**config.mk**
```make
export PLATFORM = sky130hd
export DESIGN_NAME = iir_inverse_fir_flat
export DESIGN_NICKNAME = d
export VERILOG_FILES = /design/src/rtl/dsp_pkg.sv /design/src/rtl/iir_inverse_fir_if.sv /design/src/rtl/fx_mul_shift.sv /design/src/rtl/iir_inverse_fir.sv /design/src/flat_wrapper.sv
export SDC_FILE = /design/constraint.sdc
export NUM_CORES = 2
export LEC_CHECK = 0
export ABC_AREA = 1
export CORE_AREA = 3 3 260 237
export CTS_CLUSTER_SIZE = 16
export DETAILED_ROUTE_END_ITERATION = 16
export DIE_AREA = 0 0 263 240
export PLACE_DENSITY = 0.79
export SLEW_MARGIN = 5
export SYNTH_ARGS = -nofsm -noshare
export SYNTH_HDL_FRONTEND = slang
export SYNTH_SLANG_ARGS = --single-unit
```
**constraint.sdc**
```tcl
create_clock -name clk -period 17.5 [get_ports clk]
set_input_delay 4.375 -clock clk [delete_from_list [all_inputs] [get_ports clk]]
set_output_delay 4.375 -clock clk [all_outputs]
set_load 0.01 [all_outputs]
```
**src/rtl/dsp_pkg.sv**
```systemverilog
// Shared fixed-point DSP definitions: default widths, unity coefficient and
// the FSM encoding used by the multicycle filter blocks.
package dsp_pkg;

  // Default sample/coefficient/accumulator width (signed two's complement)
  localparam int BIT_NO_DEF = 32;
  // Default coefficient scale exponent; unity gain is 1 << (CK - 1)
  localparam int CK_DEF = 11;
  // Unity coefficient for the default scale
  localparam int UNITY_COEF = 1 << (CK_DEF - 1);

  // Filter control states
  typedef enum logic [1:0] {
    ST_IDLE = 2'd0,
    ST_MAC  = 2'd1,
    ST_OUT  = 2'd2
  } state_t;

  // Unity coefficient for an arbitrary scale exponent
  function automatic int unity_coef(input int ck);
    return 1 << (ck - 1);
  endfunction

endpackage

```
**src/rtl/iir_inverse_fir_if.sv**
```systemverilog
// Sample stream in/out (valid/ready) plus the coefficient write port of the
// inverse-IIR FIR equalizer.
interface iir_inverse_fir_if
  import dsp_pkg::*;
#(
  parameter int BIT_NO = BIT_NO_DEF
) ();

  logic                     in_valid;
  logic                     in_ready;
  logic signed [BIT_NO-1:0] in_data;

  logic                     out_valid;
  logic                     out_ready;
  logic signed [BIT_NO-1:0] out_data;

  logic                     coef_we;
  logic [1:0]               coef_addr;
  logic signed [BIT_NO-1:0] coef_wdata;
  logic                     coef_ack;

  // Upstream/downstream side that drives samples, back-pressure and writes
  modport master (
    output in_valid, in_data, out_ready, coef_we, coef_addr, coef_wdata,
    input  in_ready, out_valid, out_data, coef_ack
  );

  // Filter side
  modport slave (
    input  in_valid, in_data, out_ready, coef_we, coef_addr, coef_wdata,
    output in_ready, out_valid, out_data, coef_ack
  );

endinterface

```
**src/rtl/fx_mul_shift.sv**
```systemverilog
// Signed fixed-point multiply: full-width product, arithmetic shift right by
// CK-1 to remove the coefficient scale, truncated back to BIT_NO bits.
module fx_mul_shift
  import dsp_pkg::*;
#(
  parameter int BIT_NO = BIT_NO_DEF,
  parameter int CK     = CK_DEF
) (
  input  logic signed [BIT_NO-1:0] a,
  input  logic signed [BIT_NO-1:0] b,
  output logic signed [BIT_NO-1:0] y
);

  logic signed [2*BIT_NO-1:0] prod;

  // Exact product, then rescale and keep the low BIT_NO bits (wraps)
  always_comb begin
    prod = (2*BIT_NO)'(a) * (2*BIT_NO)'(b);
    y    = BIT_NO'(prod >>> (CK - 1));
  end

endmodule

```
**src/rtl/iir_inverse_fir.sv**
```systemverilog
// Multicycle 3-tap FIR whose zeros cancel the poles of the upstream IIR
// stage. One shared multiplier walks the taps; a fourth MAC-state cycle
// moves the finished sum into the output register.
module iir_inverse_fir
  import dsp_pkg::*;
#(
  parameter int BIT_NO = BIT_NO_DEF,
  parameter int CK     = CK_DEF
) (
  input logic              clk,
  input logic              reset,
  iir_inverse_fir_if.slave bus
);

  localparam int NTAPS = 3;
  localparam logic signed [BIT_NO-1:0] UNITY = BIT_NO'(unity_coef(CK));
  // Tap index at which the accumulator is complete and gets published
  localparam logic [1:0] TAP_DONE = 2'd3;

  state_t                   state_q, state_d;
  logic [1:0]               tap_q, tap_d;
  logic signed [BIT_NO-1:0] acc_q, acc_d;
  logic signed [BIT_NO-1:0] s_q [NTAPS];
  logic signed [BIT_NO-1:0] s_d [NTAPS];
  logic signed [BIT_NO-1:0] h_q [NTAPS];
  logic signed [BIT_NO-1:0] h_d [NTAPS];
  logic signed [BIT_NO-1:0] out_data_q, out_data_d;
  logic                     out_valid_q, out_valid_d;
  logic                     in_ready_q, in_ready_d;
  logic                     coef_ack_q, coef_ack_d;

  logic [NTAPS-1:0]         coef_hit;
  logic signed [BIT_NO-1:0] s_sel;
  logic signed [BIT_NO-1:0] h_sel;
  logic signed [BIT_NO-1:0] prod_scaled;

  // Coefficient writes land only while idle; address 3 matches no tap
  generate
    for (genvar gi = 0; gi < NTAPS; gi++) begin : g_coef_hit
      assign coef_hit[gi] = in_ready_q && (state_q == ST_IDLE) && bus.coef_we &&
                            (bus.coef_addr == 2'(gi));
    end
  endgenerate

  // Select the sample/coefficient pair for the current tap
  always_comb begin
    s_sel = '0;
    h_sel = '0;
    case (tap_q)
      2'd0: begin s_sel = s_q[0]; h_sel = h_q[0]; end
      2'd1: begin s_sel = s_q[1]; h_sel = h_q[1]; end
      2'd2: begin s_sel = s_q[2]; h_sel = h_q[2]; end
      default: begin s_sel = '0; h_sel = '0; end
    endcase
  end

  fx_mul_shift #(
    .BIT_NO (BIT_NO),
    .CK     (CK)
  ) u_mul (
    .a (s_sel),
    .b (h_sel),
    .y (prod_scaled)
  );

  // Next-state logic: sample intake, tap-serial MAC, output hold
  always_comb begin
    state_d     = state_q;
    tap_d       = tap_q;
    acc_d       = acc_q;
    out_data_d  = out_data_q;
    out_valid_d = out_valid_q;
    coef_ack_d  = |coef_hit;
    for (int i = 0; i < NTAPS; i++) begin
      s_d[i] = s_q[i];
      h_d[i] = coef_hit[i] ? bus.coef_wdata : h_q[i];
    end

    case (state_q)
      ST_IDLE: begin
        if (in_ready_q && bus.in_valid) begin
          s_d[0]  = bus.in_data;
          s_d[1]  = s_q[0];
          s_d[2]  = s_q[1];
          acc_d   = '0;
          tap_d   = 2'd0;
          state_d = ST_MAC;
        end
      end
      ST_MAC: begin
        if (tap_q == TAP_DONE) begin
          out_data_d  = acc_q;
          out_valid_d = 1'b1;
          state_d     = ST_OUT;
        end else begin
          acc_d = acc_q + prod_scaled;
          tap_d = tap_q + 2'd1;
        end
      end
      ST_OUT: begin
        if (bus.out_ready) begin
          out_valid_d = 1'b0;
          state_d     = ST_IDLE;
        end
      end
      default: begin
        state_d = ST_IDLE;
      end
    endcase

    in_ready_d = (state_d == ST_IDLE);
  end

  // State registers; reset restores passthrough coefficients and drops work
  always_ff @(posedge clk or negedge reset) begin
    if (!reset) begin
      state_q     <= ST_IDLE;
      tap_q       <= 2'd0;
      acc_q       <= '0;
      out_data_q  <= '0;
      out_valid_q <= 1'b0;
      in_ready_q  <= 1'b0;
      coef_ack_q  <= 1'b0;
      for (int i = 0; i < NTAPS; i++) begin
        s_q[i] <= '0;
        h_q[i] <= (i == 0) ? UNITY : '0;
      end
    end else begin
      state_q     <= state_d;
      tap_q       <= tap_d;
      acc_q       <= acc_d;
      out_data_q  <= out_data_d;
      out_valid_q <= out_valid_d;
      in_ready_q  <= in_ready_d;
      coef_ack_q  <= coef_ack_d;
      for (int i = 0; i < NTAPS; i++) begin
        s_q[i] <= s_d[i];
        h_q[i] <= h_d[i];
      end
    end
  end

  assign bus.in_ready  = in_ready_q;
  assign bus.out_valid = out_valid_q;
  assign bus.out_data  = out_data_q;
  assign bus.coef_ack  = coef_ack_q;

endmodule
```
**src/flat_wrapper.sv**
```systemverilog
// flat-port wrapper written by rule: the top's interface ports become plain ports
module iir_inverse_fir_flat import dsp_pkg::*;
#(
  parameter int BIT_NO = BIT_NO_DEF,
  parameter int CK     = CK_DEF
)
  (clk, reset, bus_in_valid, bus_in_data, bus_out_ready, bus_coef_we, bus_coef_addr, bus_coef_wdata, bus_in_ready, bus_out_valid, bus_out_data, bus_coef_ack);
  iir_inverse_fir_if #(.BIT_NO(BIT_NO)) bus_i ();
  input logic clk;
  input logic reset;
  input wire logic [$bits(bus_i.in_valid)-1:0] bus_in_valid;
  input wire logic [$bits(bus_i.in_data)-1:0] bus_in_data;
  input wire logic [$bits(bus_i.out_ready)-1:0] bus_out_ready;
  input wire logic [$bits(bus_i.coef_we)-1:0] bus_coef_we;
  input wire logic [$bits(bus_i.coef_addr)-1:0] bus_coef_addr;
  input wire logic [$bits(bus_i.coef_wdata)-1:0] bus_coef_wdata;
  output wire logic [$bits(bus_i.in_ready)-1:0] bus_in_ready;
  output wire logic [$bits(bus_i.out_valid)-1:0] bus_out_valid;
  output wire logic [$bits(bus_i.out_data)-1:0] bus_out_data;
  output wire logic [$bits(bus_i.coef_ack)-1:0] bus_coef_ack;
  assign bus_i.in_valid = bus_in_valid;
  assign bus_i.in_data = bus_in_data;
  assign bus_i.out_ready = bus_out_ready;
  assign bus_i.coef_we = bus_coef_we;
  assign bus_i.coef_addr = bus_coef_addr;
  assign bus_i.coef_wdata = bus_coef_wdata;
  assign bus_in_ready = bus_i.in_ready;
  assign bus_out_valid = bus_i.out_valid;
  assign bus_out_data = bus_i.out_data;
  assign bus_coef_ack = bus_i.coef_ack;
  iir_inverse_fir #(.BIT_NO(BIT_NO), .CK(CK)) u_core (.clk(clk), .reset(reset), .bus(bus_i));
endmodule
```
==> impl_metrics.env <==
export IMPL_place_congestion=1.05
export IMPL_grt_pass1_vias=30704
export IMPL_critical_path_depth=39
export IMPL_row_count=85
export IMPL_fin_skew_ns=0.0269
export IMPL_dp_hpwl_microns=86600
export IMPL_synth_fp_nets=5443
export IMPL_cts_root_buf="clkbuf_16"
export IMPL_start_util_pct=62.5
export IMPL_synth_async_reset_ratio_pct=100
export IMPL_cts_buffers=28
export IMPL_cts_tree="done"
export IMPL_grt_use_met1_pct=46.6
export IMPL_ys_top_cells_by_count="inv_1 (966), nand2_1 (920), fa_1 (695)"
export IMPL_setup_viol=0
export IMPL_multi_input_area_sq_um=26100
export IMPL_detailed_place_area_sq_um=38700
export IMPL_holdBufCountCts=0
export IMPL_met3_usage_pct=12.5
export IMPL_slowest_delay_ns=1.06
export IMPL_clock_path_buffers=3
export IMPL_die_y_microns=240
export IMPL_coreArea_sq_um=59300
export IMPL_avgRoutedWirePerCell_microns=20.5
export IMPL_synth_edf_count=0
export IMPL_path_buf_inv=9
export IMPL_path_max_fanout=36
export IMPL_grt_pass1_wl_microns=172000
export IMPL_slowest_stage="o211ai_1"
export IMPL_synth_most_common_cell="inv_1"
export IMPL_cts_sinks=263
export IMPL_min_path_cells=2
export IMPL_syn_inst=4485
export IMPL_routed_wl_microns=109000
export IMPL_grt_max_degree=157
export IMPL_viasPerCell=5.70
export IMPL_critPathKind="flip-flop to flip-flop"
export IMPL_syn_area_sq_um=37100
export IMPL_grt_use_total_pct=35.5
export IMPL_port_buffers=105
export IMPL_min_period_ns=11.99
export IMPL_arrival_ns=12.47
export IMPL_end_kind="flip-flop"
export IMPL_synth_cell_type_count=44
export IMPL_critical_path_required_ns=17.97
export IMPL_rsz0062_at_grt="false"
export IMPL_insertion_delay_ns=0.60
export IMPL_nNetsFinal=5452
export IMPL_die_w_microns=263
export IMPL_slew_viol_final=0
export IMPL_grt_util_met2_pct=54.2
export IMPL_drc_errors=0
export IMPL_final_area_sq_um=39600
export IMPL_synth_area_leaders="fa_1 (38%), dfrtp_1 (18%), inv_1 (9.8%), nand2_1 (9.3%), ha_1 (6.5%)"
export IMPL_io_pins=106
export IMPL_hold_class="flip-flop to flip-flop"
export IMPL_synth_top_cell_by_area="fa_1"
export IMPL_path_delay_family="adder cells"
export IMPL_seq_area_frac_synth_pct=17.8
export IMPL_synth_seq_cells=263
export IMPL_synth_top_area_share_pct=37.5
export IMPL_busiest_layer="met2"
export IMPL_cts_resized=0
export IMPL_outcome="complete, no violations"
export IMPL_worstRegToRegCells=39
export IMPL_synth_top_flop_cell="dfrtp_1"
export IMPL_yosys_warnings=0
export IMPL_cts_setup_buffers=0
export IMPL_dieArea_sq_um=63100
export IMPL_fin_setup_tns_ns=0
export IMPL_fillers=4913
export IMPL_htreeDepth=1
export IMPL_cp_common_cell="fa_1"
export IMPL_drive_gt1_share_pct=3.85
export IMPL_slew_headroom_pct=13.8
export IMPL_hold_violations=0
export IMPL_avgSynthCellArea_sq_um=8.27
export IMPL_detail_route_antenna_nets=0
export IMPL_final_seq_area_sq_um=6580
export IMPL_syn_to_final_growth_pct=6.95
export IMPL_antenna_found_initial=2
export IMPL_drtPass1Iterations=9
export IMPL_vias=30216
export IMPL_setup_worst_path_start_class="flip-flop"
export IMPL_overflow=0
export IMPL_drtIter0Drc=2981
export IMPL_clock_fmax_mhz=83.4
export IMPL_worst_pin_slew_ns=1.29
export IMPL_finalCritPeriodShare_pct=68.5
export IMPL_path_clk_slew_ns=0.07
export IMPL_cap_violations=0
## layer usage
metal  up-vias  wire (microns)
met5         -              13
met4         2            5540
met3       356           14100
met2      1614           47800
met1     14941           41100
li1      13303               -
## sequential cells by signal, summed over array words and instances, names as in the netlist, 2 cells and up
signal,count
u_core.h_q,96
u_core.s_q,96
u_core.acc_q,32
u_core.bus.out_data,32
u_core.state_q,2
u_core.tap_q,2
## worst paths after layout
| check | endpoint | startpoint | slack (ns) |
|---|---|---|---|
| max | u_core.acc_q[27] | u_core.tap_q[1] | 5.51 |
| max reg2reg | u_core.acc_q[27] | u_core.tap_q[1] | 5.51 |
| min in group asynchronous | u_core.bus.out_data[2] | reset | 3.85 |
| min reg2reg | u_core.bus.out_data[27] | u_core.bus.out_data[27] | 0.47 |
| min | u_core.bus.out_data[27] | u_core.bus.out_data[27] | 0.47 |
| max in group asynchronous | u_core.s_q[55] | reset | 12.25 |
## area by class of cell
type,count,share of cell area (%)
Inverter,991,9.38
Sequential cell,263,16.6
Clock buffer,37,1.95
Antenna cell,2,0.0126
Tap cell,783,2.47
Clock inverter,14,0.417
Timing Repair Buffer,137,3.30
Multi-Input combinational cell,3073,65.9
## tightest hold or removal path: stages, from the launching register on
cell and delay, ns:
dfrtp_1 0.34, nand2_1 0.05, nand2_1 0.05
## cell usage in the layout (no fill, tap or decap), types with 34 or more instances in the layout
cell type,instances
nand2_1,918
ha_1,189
o21ai_0,219
nor2_1,576
clkdlybuf4s50_1,104
a21oi_1,163
xor2_1,34
nand3_1,79
inv_1,966
fa_1,695
dfrtp_1,262
## stage by stage
step | util [%] | hold WS, ns | std cells | setup slack [ns]
3_5_place_dp | 65.2 | 0.458 | 5247 | 5.97
6_report | 66.8 | 0.470 | 5300 | 5.51
4_1_cts | 66.8 | 0.473 | 5298 | 5.96
5_1_grt | 66.8 | 0.501 | 5300 | 4.81
3_3_place_gp | 65.2 | 0.456 | 5247 | 6.33
2_1_floorplan | - | 0.453 | 4485 | 8.41
## cell families (layout without fill, tap and decap cells)
family | count (synthesis) | count (layout) | share of synthesized area [%]
xor+xnor | 46 | 46 | 1.09
other cells | 0 | 2 | 0
fa+ha+maj | 887 | 887 | 44.0
buf+inv | 1149 | 1179 | 11.9
flops | 263 | 263 | 17.8
compound gates | 457 | 457 | 6.62
simple gates | 1660 | 1660 | 17.9
mux | 23 | 23 | 0.699
Power is not shown: default switching activity piles up to over one toggle a cycle in this logic, so the estimate is an artifact.
